<file path="src/rtl/sensor_ultrassom_mc.sv">
// Multi-channel HC-SR04 style ranging controller: per-channel trigger, echo timing,
// rounded conversion to 3-digit BCD centimetres, single-channel or sweep requests.
module sensor_ultrassom_mc #(
  parameter int N_CANAIS       = 4,
  parameter int CANAL_W        = 2,
  parameter int TRIGGER_CICLOS = 500,
  parameter int CICLOS_CM      = 2941,
  parameter int TIMEOUT_CICLOS = 1_500_000,
  parameter int PAUSA_CICLOS   = 50_000
) (
  input  logic                clock,
  input  logic                reset,
  input  logic                medir,
  input  logic                modo,
  input  logic [CANAL_W-1:0]  canal_sel,
  input  logic [N_CANAIS-1:0] echo,
  output logic [N_CANAIS-1:0] trigger,
  output logic [11:0]         medida,
  output logic [CANAL_W-1:0]  canal,
  output logic                pronto,
  output logic                timeout,
  output logic                ocupado,
  output logic [3:0]          db_estado
);

  localparam int MAX_A = (TIMEOUT_CICLOS > PAUSA_CICLOS) ? TIMEOUT_CICLOS : PAUSA_CICLOS;
  localparam int MAX_C = (MAX_A > TRIGGER_CICLOS) ? MAX_A : TRIGGER_CICLOS;
  localparam int CNT_W = $clog2(MAX_C + 1);
  localparam int SUB_W = $clog2(CICLOS_CM + 1);

  localparam logic [CNT_W-1:0]   FIM_TRIG  = CNT_W'(TRIGGER_CICLOS - 1);
  localparam logic [CNT_W-1:0]   FIM_TMO   = CNT_W'(TIMEOUT_CICLOS - 1);
  localparam logic [CNT_W-1:0]   FIM_PAUSA = CNT_W'(PAUSA_CICLOS - 1);
  localparam logic [SUB_W-1:0]   SUB_MAX   = SUB_W'(CICLOS_CM - 1);
  localparam logic [SUB_W-1:0]   SUB_HALF  = SUB_W'(CICLOS_CM / 2);
  localparam logic [CANAL_W:0]   N_EXT     = (CANAL_W + 1)'(N_CANAIS);
  localparam logic [CANAL_W-1:0] ULTIMO    = CANAL_W'(N_CANAIS - 1);
  localparam logic [11:0]        BCD_MAX   = 12'h999;

  typedef enum logic [2:0] {
    OCIOSO      = 3'd0,
    PREPARA     = 3'd1,
    TRIGGER     = 3'd2,
    ESPERA_ECHO = 3'd3,
    MEDE        = 3'd4,
    CONVERTE    = 3'd5,
    FIM         = 3'd6,
    PAUSA       = 3'd7
  } estado_t;

  function automatic logic [11:0] bcd_inc_sat(input logic [11:0] b);
    logic [11:0] r;
    if (b == BCD_MAX)          r = BCD_MAX;
    else if (b[3:0] != 4'd9)   r = {b[11:4], b[3:0] + 4'd1};
    else if (b[7:4] != 4'd9)   r = {b[11:8], b[7:4] + 4'd1, 4'd0};
    else                       r = {b[11:8] + 4'd1, 8'd0};
    return r;
  endfunction

  function automatic logic [11:0] bcd_round(input logic [11:0] b, input logic [SUB_W-1:0] resto);
    return (resto >= SUB_HALF) ? bcd_inc_sat(b) : b;
  endfunction

  estado_t               state, state_n;
  logic [CANAL_W-1:0]    ch, ch_n, canal_clamp;
  logic                  modo_r;
  logic [CNT_W-1:0]      cnt;
  logic [SUB_W-1:0]      sub;
  logic [11:0]           bcd;
  logic                  medir_p0;
  logic [N_CANAIS-1:0]   echo_p0, echo_p1;
  logic                  eco_prev, eco_ativo, sobe, desce;
  logic                  ultimo, tmo_ev;

  // Input stage: request register and 2-flop echo synchronizers
  always_ff @(posedge clock or negedge reset) begin
    if (!reset) begin
      medir_p0 <= 1'b0;
      echo_p0  <= '0;
      echo_p1  <= '0;
      eco_prev <= 1'b0;
    end else begin
      medir_p0 <= medir;
      echo_p0  <= echo;
      echo_p1  <= echo_p0;
      eco_prev <= eco_ativo;
    end
  end

  // eco_prev follows the active channel continuously, so an echo already high
  // when ESPERA_ECHO is entered never looks like a rising edge.
  always_comb begin
    eco_ativo   = echo_p1[ch];
    sobe        = eco_ativo & ~eco_prev;
    desce       = ~eco_ativo & eco_prev;
    canal_clamp = ({1'b0, canal_sel} >= N_EXT) ? ULTIMO : canal_sel;
    ultimo      = !modo_r || (ch == ULTIMO);
    tmo_ev      = ((state == ESPERA_ECHO && !sobe) || (state == MEDE && !desce)) &&
                  (cnt == FIM_TMO);
  end

  always_comb begin
    state_n = state;
    ch_n    = ch;
    case (state)
      OCIOSO:      if (medir_p0) state_n = PREPARA;
      PREPARA: begin
        state_n = TRIGGER;
        ch_n    = modo ? '0 : canal_clamp;
      end
      TRIGGER:     if (cnt == FIM_TRIG) state_n = ESPERA_ECHO;
      ESPERA_ECHO: begin
        if (sobe)                 state_n = MEDE;
        else if (cnt == FIM_TMO)  state_n = FIM;
      end
      MEDE: begin
        if (desce)                state_n = CONVERTE;
        else if (cnt == FIM_TMO)  state_n = FIM;
      end
      CONVERTE:    state_n = FIM;
      FIM:         state_n = ultimo ? OCIOSO : PAUSA;
      PAUSA: begin
        if (cnt == FIM_PAUSA) begin
          state_n = TRIGGER;
          ch_n    = ch + 1'b1;
        end
      end
      default:     state_n = OCIOSO;
    endcase
  end

  // Control stage: state, channel, shared phase counter
  always_ff @(posedge clock or negedge reset) begin
    if (!reset) begin
      state  <= OCIOSO;
      ch     <= '0;
      modo_r <= 1'b0;
      cnt    <= '0;
    end else begin
      state <= state_n;
      ch    <= ch_n;
      if (state == PREPARA) modo_r <= modo;
      if (state_n != state)
        cnt <= '0;
      else if (state inside {TRIGGER, ESPERA_ECHO, MEDE, PAUSA})
        cnt <= cnt + 1'b1;
      else
        cnt <= '0;
    end
  end

  // Datapath stage: centimetre sub-counter and saturating BCD accumulator
  always_ff @(posedge clock) begin
    if (state == PREPARA || state == ESPERA_ECHO) begin
      sub <= '0;
      bcd <= '0;
    end else if (state == MEDE && !desce) begin
      if (sub == SUB_MAX) begin
        sub <= '0;
        bcd <= bcd_inc_sat(bcd);
      end else begin
        sub <= sub + 1'b1;
      end
    end
  end

  // Output stage: results load on FIM entry so they are valid with pronto
  always_ff @(posedge clock or negedge reset) begin
    if (!reset) begin
      trigger <= '0;
      medida  <= '0;
      canal   <= '0;
      pronto  <= 1'b0;
      timeout <= 1'b0;
      ocupado <= 1'b0;
    end else begin
      trigger <= (state_n == TRIGGER) ? (N_CANAIS'(1) << ch_n) : '0;
      pronto  <= (state_n == FIM);
      ocupado <= (state_n != OCIOSO) && !(state_n == FIM && ultimo);
      if (state_n == FIM) begin
        medida  <= tmo_ev ? BCD_MAX : bcd_round(bcd, sub);
        canal   <= ch;
        timeout <= tmo_ev;
      end
    end
  end

  assign db_estado = {1'b0, state};

endmodule
</file>
<file path="config.mk">
export PLATFORM = sky130hd
export DESIGN_NAME = sensor_ultrassom_mc
export DESIGN_NICKNAME = d
export VERILOG_FILES = /design/src/rtl/sensor_ultrassom_mc.sv
export SDC_FILE = /design/constraint.sdc
export NUM_CORES = 1
export LEC_CHECK = 0
export CELL_PAD_IN_SITES_DETAIL_PLACEMENT = 1
export CELL_PAD_IN_SITES_GLOBAL_PLACEMENT = 2
export CORE_ASPECT_RATIO = 2
export CORE_MARGIN = 4
export CORE_UTILIZATION = 35
export DETAILED_ROUTE_END_ITERATION = 6
export HOLD_SLACK_MARGIN = 0.03
export PLACE_DENSITY_LB_ADDON = 0.1
export SYNTH_ARGS = -nofsm -noshare
export SYNTH_HDL_FRONTEND = slang
export SYNTH_SLANG_ARGS = --single-unit
</file>
<file path="constraint.sdc">
create_clock -name clock -period 3.2 [get_ports clock]
set_input_delay 0.48 -clock clock [delete_from_list [all_inputs] [get_ports clock]]
set_output_delay 0.48 -clock clock [all_outputs]
set_load 0.01 [all_outputs]
</file>
# Word level (Yosys, flattened, before mapping)
# Index checks and enable logic that the tools add are counted.
dict set report word_totals {
  mem_bits_rw 0
  output_inout_bits 25
  reg_bits 82
  n_memories 0
  latch_bits 0
  mem_bits_ro 0
}
dict set report op_classes {
  mux 22
  n_addsub 6
  n_lt_le_gt_ge 2
  reduce_logical 16
  n_eq_ne 18
  bitwise_logic 4
  n_mul 0
  shift 1
  n_div 0
}
# op n
set op_table {}
lappend op_table {{two-way mux 12 bit} 6}
lappend op_table {{two-way mux 21 bit} 2}
lappend op_table {{== test 12 bit (second input constant)} 2}
lappend op_table {{one-hot mux 3 bit (8 select lines)} 1}
lappend op_table {{adder 21 x 1 -> 21 bit (second input constant)} 1}
lappend op_table {{== test 21 x 16 -> 1 bit (second input constant)} 1}
lappend op_table {{== test 21 bit (second input constant)} 1}
lappend op_table {{== test 21 x 9 -> 1 bit (second input constant)} 1}
lappend op_table {{two-way mux 3 bit} 7}
lappend op_table {{== test 3 bit (second input constant)} 5}
lappend op_table {{adder 12 x 1 -> 12 bit (second input constant)} 1}
lappend op_table {{adder 4 x 1 -> 4 bit (second input constant)} 3}
lappend op_table {{greater-or-equal comparator 12 x 11 -> 1 bit (second input constant)} 1}
lappend op_table {{== test 3 x 2 -> 1 bit (second input constant)} 3}
lappend op_table {{!= test 4 bit (second input constant)} 2}
lappend op_table {{logical AND 1 bit} 5}
lappend op_table {{logical NOT 1 bit} 4}
lappend op_table {{two-way mux 2 bit} 2}
lappend op_table {{two-way mux 4 bit} 1}
lappend op_table {{one-hot mux 2 bit (2 select lines)} 1}
lappend op_table {{nonzero test 4 bit} 1}
lappend op_table {{left shift 1 x 2 -> 4 bit (first input constant)} 1}
lappend op_table {{== test 3 x 1 -> 1 bit (second input constant)} 1}
lappend op_table {{logical NOT 3 bit} 1}
lappend op_table {{other kinds (11)} 15}

# Logic depth before layout (Yosys ltp)
dict set report depth {
  ltp_word 10
  ltp_mapped 10
  depth_no_buf 9
}

# Worst setup path after synthesis
# OpenSTA, ideal clock, no wires.
dict set report synth_timing {
  kind {reg-to-reg}
  from {register cnt[13]}
  to {register canal[0]}
  setup_time_ps 125
  path_stages_with_launch 8
  required_ps 3075
  arrival_time_ps 2232
  slack_ps 844
  period_less_slack_ps 2356
  path_buffers 0
  path_cell_list {dfrtp_1 > or4_4 > or4_1 > nor3_1 > nor3_1 > and3_4 > nand2_4 > mux2_2}
}
dict set report synth_between {
  elab_chain_len 5
  word_cells_on_any_way 10
  cone_classes {eq/ne: 4; mux: 6}
}
# item line_no
set synth_lines {}
lappend synth_lines {{from (decl)} 67} ;# logic [CNT_W-1:0] cnt;
lappend synth_lines {{from (signal assigned)} 146} ;# cnt <= cnt + 1'b1;
lappend synth_lines {{== test 21 bit} {114, 118}}
lappend synth_lines {{two-way mux 3 bit} {114, 118}}
lappend synth_lines {{two-way mux 3 bit, on equally long branches} {117, 113}}
lappend synth_lines {{one-hot mux 3 bit (8 select lines) (*)} 105} ;# case (state)
lappend synth_lines {{== test 3 bit (*)} 180} ;# if (state_n == FIM) begin
lappend synth_lines {{to (signal assigned)} 182} ;# canal <= ch;
lappend synth_lines {{to (decl)} 19} ;# output logic [CANAL_W-1:0] canal,
# Every way passes the cells marked *; elsewhere a longest branch is shown, timed or not.
# A chain may end at the register's enable or synchronous reset.

# Worst setup path in the final report
dict set report layout_timing {
  from {register cnt[13]}
  to {register cnt[20]}
}
dict set report layout_between {
  elab_chain_len 6
  word_cells_on_any_way 13
  cone_classes {add/sub: 1; eq/ne: 4; mux: 8}
}
# item line_no
set layout_lines {}
lappend layout_lines {{== test 21 bit} {114, 118}}
lappend layout_lines {{two-way mux 3 bit} {114, 118}}
lappend layout_lines {{two-way mux 3 bit, on equally long branches} {117, 113}}
lappend layout_lines {{one-hot mux 3 bit (8 select lines)} 105}
lappend layout_lines {{!= test 3 bit} 143} ;# if (state_n != state)
lappend layout_lines {{two-way mux 21 bit (*)} 143}
# Marked as above.

==> impl_summary.log <==
[metrics] run status: complete, no violations
[metrics] maximum clock frequency: 0.367 GHz
[metrics] instance area after placement: 0.00454 mm^2
[metrics] warning count from the yosys run: 0
[metrics] number of global-route vias before repair: 3,405
[metrics] relative max-transition margin: 0.509
[metrics] proportion of register bits with asynchronous set or reset after synthesis: 0.707
[metrics] mux share of post-synthesis cell area: 0.0442
[metrics] critical path capture point type: register
[metrics] Antenna Diode Count: 0
[metrics] share of layout cells above drive strength 1: 0.0792
[metrics] total die area: 0.0135 mm^2
[metrics] share of power burned in registers: 0.396
[metrics] peak fanout along the critical path: 21
[metrics] DRC errors left: 0
[metrics] total via count after detailed routing: 3,182
[metrics] main combinational cell family by area after synthesis: simple AND/OR/NAND/NOR gates
[metrics] number of enable flip-flop cells after synthesis: 0
[metrics] Internal Power: 0.00222 W
[metrics] GRT Residual Overflow: 0
[metrics] clock sink count: 82
[metrics] critical path start-end classification: register to register
[metrics] routed len/inst: 17.8 um
[metrics] Layout Area Growth over Synthesis: 18.2%
[metrics] initial antenna violation count: 0
[metrics] area of the mapped netlist: 0.00407 mm^2
[metrics] total count of hold-check failures in the final report: 0
[metrics] Detailed Routing Iterations Pass 1: 4
[metrics] Syn Inst Count: 430
[metrics] max-capacitance violation count: 0
[metrics] Bufs and invs on worst path: 0
[metrics] final wirelength: 10,800 um
[metrics] starting density of the core: 0.359
[metrics] transition at the pin with the smallest max-transition slack: 0.737 ns
[metrics] most frequent CP cell: sky130_fd_sc_hd__nor3_1
[metrics] area of all placed cells without fillers: 0.00481 mm^2
[metrics] placeable core region: 0.0114 mm^2
[metrics] Pwr Density: 687 mW/mm^2
[metrics] Filler Cells Inserted: 1,311
[metrics] share of synthesized area occupied by flip-flops and latches: 0.474
[metrics] count of hold buffers inserted by post-cts repair: 0
[metrics] relative contribution of the clock network to total power: 0.301
[metrics] detail-routed via count per cell: 5.22
[metrics] Synth Area in Simple Gates: 0.234
[metrics] estimated wirelength of the detail-placed design: 8400 um
[metrics] TritonCTS clock tree: built
[metrics] Critical Path Max Stage Delay: 0.59 ns
[metrics] highest-delay cell along the critical path: sky130_fd_sc_hd__or4_4
[metrics] Max rail drop VDD: 0.000384 V
[metrics] root buffer cell: sky130_fd_sc_hd__clkbuf_16
[metrics] final setup violation count: 0
[metrics] CTS Buffer Depth: 2
[metrics] clock buffer count from CTS: 9
[metrics] setup repair after global routing missed its margin: no
[metrics] Row Count: 55
[metrics] family with the most delay on the worst path: simple AND/OR/NAND/NOR gates
[metrics] flop and latch count out of synthesis: 82
[metrics] Post-Synth XOR/XNOR Area: 0.0666
[metrics] synthesized-area fraction occupied by ao, oa, aoi and oai cells: 0.107
[metrics] post-synthesis net count: 451
[metrics] overall global routing resource usage: 0.169
[metrics] max-slew violation count: 0
[metrics] number of buffers inserted by port buffering: 33
[metrics] final cycle utilization of the critical path: 0.852
[metrics] kind of launch point of the worst setup path: register
[metrics] first-pass GRT wire length: 17,800 um
[metrics] arrival time reported for the critical path endpoint: 2.93 ns
[metrics] post-synth cell types: 58
[metrics] source-to-sink clock delay at the later pin of the worst-skew pair: 0.33 ns
[metrics] clock-pin slew on the worst setup and hold paths: 0.06 ns
[metrics] maximum number of pins on one net before global-route repair: 59
[metrics] static leakage: 1.92 nW
[metrics] number of nets in the layout: 484
[metrics] boundary pin count: 35
[metrics] Chip Height: 161 um
[metrics] series of cell instances along the critical path: or4_4 > or4_1 > nor3_1 > nor3_1 > or3_1 > nand3_2 > nor2_1
[metrics] H-tree lvl count: 3
[metrics] antenna-violating nets left: 0
[metrics] Critical Path RT: 3.40 ns
[metrics] worst clock skew: 0.00574 ns
[metrics] reported net switching power: 0.00109 W
[metrics] fraction of the mapped netlist area in adder cells: 0.0338
[metrics] relative contribution of combinational cells to total power: 0.303
[metrics] setup TNS: 0 ns
[metrics] dominant register cell in the synthesized netlist: sky130_fd_sc_hd__dfrtp_1
[metrics] Post-CTS Resized: 0
[metrics] Die X-Extent: 84.3 um
[metrics] Final min period: 2.73 ns
[metrics] Initial DRC Count: 112
[metrics] number of buffers inserted to repair setup after CTS: 0
[metrics] Hold WC Path Type: primary input to asynchronous set/reset pin
[metrics] switching share of total power: 0.330
[metrics] final weighted congestion of routability-driven global placement: 0.834
[metrics] Mean Syn Cell Area: 9.47 um^2
==> power by group through the flow <==
stage | sequential (W) | clock (W) | combinational [W]
2_1_floorplan | 0.00132 | 0 | 0.000629
3_3_place_gp | 0.00133 | 0 | 0.00102
3_5_place_dp | 0.00134 | 0 | 0.00103
4_1_cts | 0.00132 | 0.00102 | 0.00103
5_1_grt | 0.00134 | 0.00106 | 0.00110
6_report | 0.00131 | 0.000995 | 0.00100
==> layout make-up <==
type / instances / area (um^2) / area share
multi-input combinational: 311 / 1980 / 0.412
sequential: 82 / 1930 / 0.401
timing repair buffer: 39 / 370 / 0.0769
clock buffer: 11 / 233 / 0.0483
tap: 142 / 178 / 0.0369
inverter: 20 / 75.1 / 0.0156
clock inverter: 4 / 43.8 / 0.00910
==> placed cells by master (no fill, tap or decap), types with 3 or more instances in the layout <==
cell type	count
sky130_fd_sc_hd__a21oi_1	20
sky130_fd_sc_hd__dfrtp_1	58
sky130_fd_sc_hd__nand3_1	17
sky130_fd_sc_hd__or4_1	3
sky130_fd_sc_hd__mux2i_1	9
sky130_fd_sc_hd__nor4_1	3
sky130_fd_sc_hd__o21ai_0	13
sky130_fd_sc_hd__nor2b_1	6
sky130_fd_sc_hd__nor2_1	69
sky130_fd_sc_hd__nor3_1	14
sky130_fd_sc_hd__o22a_1	6
sky130_fd_sc_hd__dfxtp_1	24
sky130_fd_sc_hd__o2bb2ai_1	6
sky130_fd_sc_hd__and2_1	5
sky130_fd_sc_hd__a31oi_1	3
sky130_fd_sc_hd__nand4_1	9
sky130_fd_sc_hd__clkdlybuf4s50_1	32
sky130_fd_sc_hd__inv_1	19
sky130_fd_sc_hd__xnor2_1	16
sky130_fd_sc_hd__nand2b_1	5
sky130_fd_sc_hd__ha_1	11
sky130_fd_sc_hd__and3_1	7
sky130_fd_sc_hd__xor2_1	15
sky130_fd_sc_hd__clkbuf_16	9
sky130_fd_sc_hd__or2_2	4
sky130_fd_sc_hd__a22oi_1	3
sky130_fd_sc_hd__mux2_2	6
sky130_fd_sc_hd__or3_1	5
sky130_fd_sc_hd__buf_4	6
sky130_fd_sc_hd__nand2_1	24
==> worst register-to-register path, cell delays in order, from the launching register on <==
cell and delay (ns):
sky130_fd_sc_hd__dfrtp_1 0.46, sky130_fd_sc_hd__or4_4 0.59, sky130_fd_sc_hd__or4_1 0.42, sky130_fd_sc_hd__nor3_1 0.19, sky130_fd_sc_hd__nor3_1 0.11, sky130_fd_sc_hd__or3_1 0.38
sky130_fd_sc_hd__nand3_2 0.33, sky130_fd_sc_hd__nor2_1 0.12
==> metrics by stage <==
| step | utilization | power [W] | std cells | hold WS, ns | setup slack [ns] |
|---|---|---|---|---|---|
| global route | 0.424 | 0.00350 | 609 | 0.351 | 0.245 |
| floorplan | - | 0.00195 | 430 | 0.184 | 0.844 |
| CTS | 0.424 | 0.00337 | 609 | 0.312 | 0.423 |
| detailed placement | 0.400 | 0.00236 | 594 | 0.337 | 0.439 |
| global placement | 0.400 | 0.00235 | 594 | 0.333 | 0.492 |
| finish | 0.424 | 0.00331 | 609 | 0.284 | 0.475 |
==> registers in the layout (all words and copies together) (netlist names), 3 cells and up <==
name / count
cnt: 21
bcd: 12
medida: 12
sub: 12
echo_p0: 4
echo_p1: 4
trigger: 4
state: 3
==> kinds of logic after synthesis <==
group / Yosys count
compound gates: 66
xor+xnor: 31
fa+ha+maj: 11
buf+inv: 37
flops: 82
mux: 16
other cells: 1
simple gates: 186
==> final timing paths <==
check / depth (start not counted) / endpoint / startpoint / slack (ns)
min in group clock: 0 / echo_p1[0]$_DFF_PN0_ / echo_p0[0]$_DFF_PN0_ / 0.35
hold / removal: 2 / cnt[3]$_DFF_PN0_ / reset / 0.28
setup / recovery: 7 / cnt[20]$_DFF_PN0_ / cnt[13]$_DFF_PN0_ / 0.47
setup reg to reg: 7 / cnt[20]$_DFF_PN0_ / cnt[13]$_DFF_PN0_ / 0.47
hold reg to reg: 0 / echo_p1[0]$_DFF_PN0_ / echo_p0[0]$_DFF_PN0_ / 0.35
max in group asynchronous: 2 / medida[0]$_DFFE_PN0N_ / reset / 2.42
==> metal layers <==
metal / vias up / global-route usage / share of wire
li1: 1551 / - / -
met1: 1590 / 0.153 / 0.34
met2: 29 / 0.351 / 0.62
met3: 12 / 0.0272 / 0.014
met4: 0 / 0.0717 / 0.024
met5: - / 0 / 0
==> synth_stat cells, types with 2 or more instances <==
| cell | instances | area [um^2] |
|---|---|---|
| sky130_fd_sc_hd__nor2_1 | 69 | 259 |
| sky130_fd_sc_hd__dfrtp_1 | 58 | 1450 |
| sky130_fd_sc_hd__dfxtp_1 | 24 | 480 |
| sky130_fd_sc_hd__nand2_1 | 24 | 90.1 |
| sky130_fd_sc_hd__a21oi_1 | 20 | 100 |
| sky130_fd_sc_hd__inv_1 | 19 | 71.3 |
| sky130_fd_sc_hd__nand3_1 | 17 | 85.1 |
| sky130_fd_sc_hd__xnor2_1 | 16 | 140 |
| sky130_fd_sc_hd__xor2_1 | 15 | 131 |
| sky130_fd_sc_hd__nor3_1 | 14 | 70.1 |
| sky130_fd_sc_hd__o21ai_0 | 13 | 65.1 |
| sky130_fd_sc_hd__clkbuf_1 | 12 | 45.0 |
| sky130_fd_sc_hd__ha_1 | 11 | 138 |
| sky130_fd_sc_hd__mux2i_1 | 9 | 90.1 |
| sky130_fd_sc_hd__nand4_1 | 9 | 56.3 |
| sky130_fd_sc_hd__and3_1 | 7 | 43.8 |
| sky130_fd_sc_hd__mux2_2 | 6 | 67.6 |
| sky130_fd_sc_hd__nor2b_1 | 6 | 37.5 |
| sky130_fd_sc_hd__o22a_1 | 6 | 52.6 |
| sky130_fd_sc_hd__o2bb2ai_1 | 6 | 52.6 |
| sky130_fd_sc_hd__and2_1 | 5 | 31.3 |
| sky130_fd_sc_hd__nand2b_1 | 5 | 31.3 |
| sky130_fd_sc_hd__or3_1 | 5 | 31.3 |
| sky130_fd_sc_hd__or2_2 | 4 | 25.0 |
| sky130_fd_sc_hd__a22oi_1 | 3 | 22.5 |
| sky130_fd_sc_hd__a31oi_1 | 3 | 18.8 |
| sky130_fd_sc_hd__nor4_1 | 3 | 18.8 |
| sky130_fd_sc_hd__or4_1 | 3 | 22.5 |
| sky130_fd_sc_hd__a211oi_1 | 2 | 15.0 |
| sky130_fd_sc_hd__a311oi_1 | 2 | 17.5 |
| sky130_fd_sc_hd__and4_1 | 2 | 17.5 |
| sky130_fd_sc_hd__buf_2 | 2 | 10.0 |
| sky130_fd_sc_hd__buf_6 | 2 | 22.5 |
| sky130_fd_sc_hd__nand3b_1 | 2 | 15.0 |
| sky130_fd_sc_hd__nand4b_1 | 2 | 17.5 |
| sky130_fd_sc_hd__nor4b_1 | 2 | 17.5 |
Note: power is estimated with default switching activity, not from simulation.
